**src/rtl/mdio_phy_mgr.sv**
```systemverilog
// mdio_phy_mgr: sequences the MDIO master driver. Runs a fixed PHY init
// write table after reset, then arbitrates the driver between a host
// register port and a periodic BMSR link poller (host has priority).
// Optional feature macro: MDIO_PHY_MGR_LINK_POLL_EN enables the link poller;
// without it link_up is tied low and only INIT and HOST own the master.
module mdio_phy_mgr #(
   parameter logic [4:0] PHY_ADDR    = 5'd1,
   parameter int         RST_WAIT    = 1000,
   parameter int         POLL_PERIOD = 50000,
   parameter int         TIMEOUT     = 200
) (
   input  logic        clk,
   input  logic        reset_n,
   output logic        mdio_start,
   output logic [1:0]  mdio_opcode,
   output logic [4:0]  mdio_phy_addr,
   output logic [4:0]  mdio_reg_addr,
   output logic [15:0] mdio_wdata,
   input  logic        mdio_ready,
   input  logic [15:0] mdio_rdata,
   input  logic        mdio_rdata_en,
   input  logic        host_req,
   input  logic        host_wr,
   input  logic [4:0]  host_reg,
   input  logic [15:0] host_wdata,
   output logic        host_ack,
   output logic [15:0] host_rdata,
   output logic        init_done,
   output logic        link_up,
   output logic        err
);

   typedef enum logic [2:0] {WAIT_RST, ARB, ISSUE, WAIT_BUSY, WAIT_DONE, FINISH} state_t;
   typedef enum logic [1:0] {OWN_INIT, OWN_HOST, OWN_POLL} owner_t;

   localparam logic [1:0] OP_WR = 2'b01;
   localparam logic [1:0] OP_RD = 2'b10;
   localparam logic [4:0] BMSR  = 5'h01;
   localparam int RW = (RST_WAIT > 1) ? $clog2(RST_WAIT) : 1;
   localparam int TW = (TIMEOUT > 1) ? $clog2(TIMEOUT) : 1;

   state_t         state;
   owner_t         owner;
   logic [RW-1:0]  rst_cnt;
   logic [TW-1:0]  tmo_cnt;
   logic [1:0]     init_idx;
   logic [15:0]    cap;
   logic           got_rd;
   logic           txn_err;
   logic           tmo_hit;

   assign tmo_hit = (tmo_cnt == TW'(TIMEOUT - 1));

   // init table entry: {reg, data}; all entries are writes
   function automatic logic [20:0] init_entry(input logic [1:0] idx);
      case (idx)
         2'd0:    return {5'h00, 16'h1140};
         2'd1:    return {5'h04, 16'h01E1};
         default: return {5'h00, 16'h1340};
      endcase
   endfunction

`ifdef MDIO_PHY_MGR_LINK_POLL_EN
   localparam int PW = $clog2(POLL_PERIOD + 1);
   logic [PW-1:0] poll_cnt;
   logic          poll_due;
   logic          link_q;

   assign poll_due = (poll_cnt == PW'(POLL_PERIOD));
   assign link_up  = link_q;

   // poll timer: idle during init, saturates at the period, restarts when a poll retires
   always_ff @(posedge clk) begin
      if (!reset_n)
         poll_cnt <= '0;
      else if (state == FINISH && owner == OWN_POLL)
         poll_cnt <= '0;
      else if (init_done && !poll_due)
         poll_cnt <= poll_cnt + 1'b1;
   end
`else
   logic unused_poll_cfg;
   assign unused_poll_cfg = ^32'(POLL_PERIOD);
   assign link_up = 1'b0;
`endif

   // transaction sequencer: arbitration, driver handshake, timeout and retirement
   always_ff @(posedge clk) begin
      if (!reset_n) begin
         state         <= WAIT_RST;
         owner         <= OWN_INIT;
         rst_cnt       <= '0;
         tmo_cnt       <= '0;
         init_idx      <= 2'd0;
         cap           <= '0;
         got_rd        <= 1'b0;
         txn_err       <= 1'b0;
         mdio_start    <= 1'b0;
         mdio_opcode   <= 2'b00;
         mdio_phy_addr <= 5'd0;
         mdio_reg_addr <= 5'd0;
         mdio_wdata    <= 16'h0;
         host_ack      <= 1'b0;
         host_rdata    <= 16'h0;
         init_done     <= 1'b0;
         err           <= 1'b0;
`ifdef MDIO_PHY_MGR_LINK_POLL_EN
         link_q        <= 1'b0;
`endif
      end else begin
         mdio_start <= 1'b0;
         host_ack   <= 1'b0;
         case (state)
            WAIT_RST: begin
               if (rst_cnt == RW'(RST_WAIT - 1)) state <= ARB;
               else rst_cnt <= rst_cnt + 1'b1;
            end
            ARB: begin
               if (!init_done) begin
                  owner <= OWN_INIT;
                  state <= ISSUE;
               end else if (host_req) begin
                  owner <= OWN_HOST;
                  state <= ISSUE;
               end
`ifdef MDIO_PHY_MGR_LINK_POLL_EN
               else if (poll_due) begin
                  owner <= OWN_POLL;
                  state <= ISSUE;
               end
`endif
            end
            ISSUE: begin
               mdio_start    <= 1'b1;
               mdio_phy_addr <= PHY_ADDR;
               tmo_cnt       <= '0;
               got_rd        <= 1'b0;
               txn_err       <= 1'b0;
               state         <= WAIT_BUSY;
               case (owner)
                  OWN_INIT: begin
                     mdio_opcode                 <= OP_WR;
                     {mdio_reg_addr, mdio_wdata} <= init_entry(init_idx);
                  end
                  OWN_HOST: begin
                     // host fields are captured here only; later changes are ignored
                     mdio_opcode   <= host_wr ? OP_WR : OP_RD;
                     mdio_reg_addr <= host_reg;
                     mdio_wdata    <= host_wr ? host_wdata : 16'h0;
                  end
                  default: begin
                     mdio_opcode   <= OP_RD;
                     mdio_reg_addr <= BMSR;
                     mdio_wdata    <= 16'h0;
                  end
               endcase
            end
            WAIT_BUSY: begin
               tmo_cnt <= tmo_cnt + 1'b1;
               if (tmo_hit) begin
                  err     <= 1'b1;
                  txn_err <= 1'b1;
                  state   <= FINISH;
               end else if (!mdio_ready) begin
                  state <= WAIT_DONE;
               end
            end
            WAIT_DONE: begin
               tmo_cnt <= tmo_cnt + 1'b1;
               if (mdio_rdata_en) begin
                  cap    <= mdio_rdata;
                  got_rd <= 1'b1;
               end
               if (tmo_hit) begin
                  err     <= 1'b1;
                  txn_err <= 1'b1;
                  state   <= FINISH;
               end else if (mdio_ready) begin
                  // a read that completes with no data strobe is a protocol error
                  if (mdio_opcode == OP_RD && !got_rd && !mdio_rdata_en) begin
                     err     <= 1'b1;
                     txn_err <= 1'b1;
                  end
                  state <= FINISH;
               end
            end
            FINISH: begin
               state <= ARB;
               case (owner)
                  OWN_INIT: begin
                     // failed entries still advance so init can never stall
                     init_idx <= init_idx + 1'b1;
                     if (init_idx == 2'd2) init_done <= 1'b1;
                  end
                  OWN_HOST: begin
                     host_ack <= 1'b1;
                     if (txn_err) host_rdata <= 16'hFFFF;
                     else if (mdio_opcode == OP_RD) host_rdata <= cap;
                  end
`ifdef MDIO_PHY_MGR_LINK_POLL_EN
                  OWN_POLL: if (!txn_err) link_q <= cap[2];
`endif
                  default: ;
               endcase
            end
            default: state <= WAIT_RST;
         endcase
      end
   end

endmodule

```
**config.mk**
```make
export PLATFORM = sky130hd
export DESIGN_NAME = mdio_phy_mgr
export DESIGN_NICKNAME = d
export VERILOG_FILES = /design/src/rtl/mdio_phy_mgr.sv
export SDC_FILE = /design/constraint.sdc
export NUM_CORES = 1
export LEC_CHECK = 0
export CORE_MARGIN = 2
export CORE_UTILIZATION = 65
export DETAILED_ROUTE_END_ITERATION = 10
export DONT_BUFFER_PORTS = 1
export MAX_ROUTING_LAYER = met4
export PLACE_DENSITY_LB_ADDON = 0.1
export SETUP_SLACK_MARGIN = 0.4
export SLEW_MARGIN = 40
export SYNTH_ARGS = -nofsm -noshare
export SYNTH_HDL_FRONTEND = slang
export SYNTH_SLANG_ARGS = --single-unit
```
**constraint.sdc**
```tcl
create_clock -name clk -period 3.24 [get_ports clk]
set_input_delay 0.324 -clock clk [delete_from_list [all_inputs] [get_ports clk]]
set_output_delay 0.324 -clock clk [all_outputs]
set_load 0.005 [all_outputs]
```
# Yosys cells after proc, flatten, opt, wreduce, memory -nomap -nowiden
# Index checks and enable logic that the tools add are counted.
# W data, S select, Z words.
[classes] reduce_logical=24 shift=0 div_mod_pow=0 n_bitwise=1 n_eq_ne=19 n_lt_le_gt_ge=0 multipliers=0 n_addsub=3 n_mux=29
[ops] cell="$mux W16" count=3
[ops] cell="$pmux W19 S2" count=1
[ops] cell="$pmux W16 S2" count=1
[ops] cell="$mux W3" count=7
[ops] cell="$pmux W3 S6" count=1
[ops] cell="$pmux W8 S2" count=1
[ops] cell="$ne A3 B3 Y1 const B" count=4
[ops] cell="$reduce_and A2 Y1" count=6
[ops] cell="$reduce_and A4 Y1" count=3
[ops] cell="$add A10 B1 Y10 const B" count=1
[ops] cell="$eq A10 B10 Y1 const B" count=1
[ops] cell="$pmux W5 S2" count=1
[ops] cell="$add A8 B1 Y8 const B" count=1
[ops] cell="$eq A8 B8 Y1 const B" count=1
[ops] cell="$ne A2 B2 Y1 const B" count=4
[ops] cell="$reduce_bool A2 Y1" count=4
[ops] cell="$mux W1" count=7
[ops] cell="$eq A3 B2 Y1 const B" count=2
[ops] cell="$eq A3 B3 Y1 const B" count=2
[ops] cell="$mux W2" count=3
[ops] cell="$reduce_and A3 Y1" count=2
[ops] cell="$eq A2 B1 Y1 const B" count=2
[ops] cell="$eq A2 B2 Y1 const B" count=2
[ops] cell="$logic_not A2 Y1" count=2
[ops] cell="11 further kinds" count=14
[totals] romBits=0 ramBits=0 latchBits=0 n_memories=0 output_inout_bits=49 ff_bits=87

# Longest topological paths before layout
[logic_depth] ltp_word=7 depth_mapped=7

# Worst setup path after synthesis
# No wires, ideal clock.
[synth_path] path_type="reg2reg" from="reg state[1]" to="reg tmo_cnt[5]" n_path_buf=2 synth_period_minus_slack_ns=1.664 arrival_ns=1.599 path_stages_with_launch=7 slack_ns=1.576 setup_ns=0.065 path_cell_list="dfxtp_1 buf_2 or3b_1 buf_2 a211oi_2 mux2_2 nor2_1"
[synth_via] elab_chain_len=3
[synth_lines] item="from (decl)" line="42" rtl="state_t state;"
[synth_lines] item="from (signal assigned)" line="90" rtl="state <= WAIT_RST;"
[synth_lines] item="from (signal assigned)" line="115" rtl="if (rst_cnt == RW'(RST_WAIT - 1)) state <= ARB;"
[synth_lines] item="from (signal assigned)" line="121" rtl="state <= ISSUE;"
[synth_lines] item="$eq A3 B3 Y1 or $eq A3 B2 Y1 (tied branches)" line="113" rtl="case (state)"
[synth_lines] item="$reduce_or A2 Y1 (no source line)"
[synth_lines] item="$pmux W8 S2 or $reduce_bool A2 Y1 (tied branches)"
[synth_lines] item="to (signal assigned)" line="159" rtl="tmo_cnt <= tmo_cnt + 1'b1;"
[synth_lines] item="to (signal assigned)" line="169" rtl="tmo_cnt <= tmo_cnt + 1'b1;"
[synth_lines] item="to (decl)" line="45" rtl="logic [TW-1:0] tmo_cnt;"
# Parallel ways exist; a longest one is shown, timed or not.
# A chain may end at the register's enable or synchronous reset.

# Final worst setup path
[layout_path] from="reg owner[0]" to="reg host_rdata[3]"
[layout_via] elab_chain_len=2
[layout_lines] item="from (decl)" line="43" rtl="owner_t owner;"
[layout_lines] item="from (signal assigned)" line="91" rtl="owner <= OWN_INIT;"
[layout_lines] item="from (signal assigned)" line="120" rtl="owner <= OWN_INIT;"
[layout_lines] item="from (signal assigned)" line="123" rtl="owner <= OWN_HOST;"
[layout_lines] item="$eq A2 B1 Y1" line="189" rtl="case (owner)"
[layout_lines] item="$reduce_and A3 Y1 (no source line)"
[layout_lines] item="to (signal assigned)" line="198" rtl="else if (mdio_opcode == OP_RD) host_rdata <= cap;"
[layout_lines] item="to (decl)" line="27" rtl="output logic [15:0] host_rdata,"
# Every way passes these cells.

==> results.md <==
- Status: finished, final reports clean
- 1st-iter DRT viols: 143
- All-Layer GR Usage: 0.251
- Minimum clock period: 2.28 ns
- Avg Vias per Cell: 6.02
- Wire length on met3: 421 um
- Root Buffer: clkbuf_8
- Met2 routed WL: 3400 um
- Reg clk slew, reported paths: 0.08 ns
- DR top layer: met4
- Maxcap violations: 0
- Crit path DAT: 2.53 ns
- Hold_ws: 0.108 ns
- WL final: 7250 um
- Synth-to-Final Area Change: 4.10%
- Final period util: 0.703
- Worst Skew: 0.00932 ns
- CTS H-tree depth: 3
- Max FO, Critical Path: 18
- Via count: 2816
- Area leader, netlist: dfxtp_1
- WS Path Type: reg2reg
- Post CTS Setup Buffer Count: 0
- Avg Inst Size Synth: 8.56 um2
- CP Cell Sequence: nand4b_2, a21oi_2, nor2_1, nor3_1
- Post-route ant nets: 0
- Drt wl/cell: 15.5 um
- Remaining Overflow, GRT: 0
- DRT met1 WL: 3270 um
- Critical Path RT: 3.49 ns
- Min-delay worst type: in2reg
- Share of layout cells above drive strength 1: 0.0528
- Setup TNS: 0 ns
- Cells after synthesis: 410
- Max incr delay on CP: 0.75 ns
- Starting Density: 0.678
- Pwr/cell area: 624 mW/mm2
- Pre-antenna DRT Iters: 4
- IO buf count: 0
- Pin count of the biggest net entering global routing: 46
- Clock buffer depth: 2
- CTS Buf Count: 9
- Ranking of synthesized cells by area: dfxtp_1 (49%), nand2_1 (6.0%), a21oi_1 (5.8%)
- Minimum setup slack in the final design: 0.961 ns
- Num rows: 26
- Routability cong.: 0.826
- Final setup viols: 0
- Antenna violations before repair: 0
- Fin. Hold Viols: 0
- I/O pins: 92
- Core Util, Final: 0.706
- Pwr Total: 2.28 mW
- Crit path buf inv count: 0
- Worst slack at placement: 0.963 ns
- Yosys top cell area share: 0.491
- Max-slew violation count: 0
- Cts hold-fix bufs: 0
- First-pass GRT wire length: 11800 um
- Synth cell types: 49
- Number of synthesized register bits: 86
- CTS tree: yes
- EDFF count, synth: 0
- Peak supply drop: 0.368 mV
- Slew @ Worst Pin: 0.771 ns
- Clock latency on the worst-skew pair: 0.34 ns
- Static Leak: 1.23 nW
- RSZ-0062 raised after global routing: no
- Rel. slew slack: 0.486
- Total Nets Final: 444
- Antenna Diode Count: 0
- Placeable Area: 0.00517 mm2
- Fillers: 424
- CP delay by family, top: simple AND/OR/NAND/NOR gates
- Most used DFF post-synth: dfxtp_1
- DIE HEIGHT: 77.5 um
- Clk sink count: 86
- Die Wd: 77.5 um
- Sequential cell area fraction in the yosys report: 0.491
- Post-synth ARST share: 0
- # DRC: 0
- Hpwl dp: 4880 um
- Crit start category: flop
- Mapped Area: 0.00351 mm2
- Crit. End Element: flop
- Die Area: 0.00600 mm2
- YS warnings: 0
- Vias in the first global route: 2578
- Crit path max-delay cell type: a21oi_2
- Maximum clock frequency: 439 MHz
- Post-cts repair resize count: 0
==> report_power, final <==
part / internal [mW] / total, mW / switching, mW / leakage (nW)
Combinational: 0.135 / 0.362 / 0.227 / 0.450
Sequential: 1.13 / 1.23 / 0.0932 / 0.695
Clock: 0.348 / 0.692 / 0.344 / 0.0863
Total: 1.62 / 2.28 / 0.664 / 1.23
==> final cells by class <==
cell class                      count  area (um2)  share of cell area
Inverter                            8        30.0             0.00822
Clock buffer                       12         135              0.0370
Clock inverter                      2        35.0             0.00959
Sequential cell                    86        1720               0.471
Tap cell                           70        87.6              0.0240
Timing Repair Buffer                2        15.0             0.00411
Multi-Input combinational cell    288        1630               0.446
==> stage by stage <==
stage                     area, um2  cells
final                          3650    468
after global routing           3650    468
after CTS                      3650    468
after detailed placement       3480    454
after global placement         3480    454
after floorplan                3520    414
==> final timing paths <==
kind         slack (ns)  depth (start not counted)     startpoint       endpoint
min                0.11                          2  mdio_rdata[6]         cap[6]
min reg2reg        0.46                          2         got_rd         got_rd
max                0.96                          4       owner[0]  host_rdata[3]
max reg2reg        0.96                          4       owner[0]  host_rdata[3]
==> cells by family after synthesis <==
| kind of cell | Yosys count | share of synthesized area |
|---|---|---|
| adder cells (fa/ha/maj) | 6 | 0.0214 |
| buffers and inverters | 40 | 0.0510 |
| flip-flops | 86 | 0.491 |
| multiplexers | 6 | 0.0175 |
| AND/OR/NAND/NOR | 184 | 0.257 |
| AO/OA/AOI/OAI | 80 | 0.144 |
| other | 1 | 0.00107 |
| XOR/XNOR | 7 | 0.0175 |
==> per-layer routing <==
metal / GRT usage / vias to the layer above
li1: - / 1406
met1: 0.309 / 1319
met2: 0.396 / 75
met3: 0.0593 / 16
met4: 0.109 / 0
met5: - / -
==> cells in the mapped netlist, types with 5 or more instances <==
cell type	instances
a211oi_1	6
a21oi_1	41
a22o_1	9
buf_2	8
buf_4	5
clkbuf_1	19
dfxtp_1	86
ha_1	6
inv_1	7
mux2i_1	5
nand2_1	56
nand3_1	10
nand4_1	6
nor2_1	42
nor3_1	25
nor4_1	17
o21ai_0	10
xnor2_1	6
==> placed cells by master, fill, tap and decap left out, types with 2 or more instances in the layout <==
cell type,instances
a211oi_1,6
a21oi_1,41
a22o_1,9
a311oi_1,3
and2_1,4
and3_1,2
buf_4,2
clkbuf_1,3
clkbuf_8,9
conb_1,5
dfxtp_1,86
ha_1,6
inv_1,7
mux2i_1,5
nand2_1,56
nand2b_1,2
nand3_1,10
nand3b_1,4
nand4_1,6
nor2_1,42
nor2b_1,2
nor3_1,24
nor4_1,17
nor4b_1,2
o21ai_0,10
or3_1,2
or3b_1,3
xnor2_1,6
==> sequential cells by signal, indices dropped and copies added (netlist names) <==
| register | flops |
|---|---|
| cap | 16 |
| err | 1 |
| got_rd | 1 |
| host_ack | 1 |
| host_rdata | 16 |
| init_done | 1 |
| init_idx | 2 |
| mdio_opcode | 2 |
| mdio_phy_addr | 1 |
| mdio_reg_addr | 5 |
| mdio_start | 1 |
| mdio_wdata | 16 |
| owner | 1 |
| rst_cnt | 10 |
| state | 3 |
| tmo_cnt | 8 |
| txn_err | 1 |
Note: power is estimated with default switching activity, not from simulation.
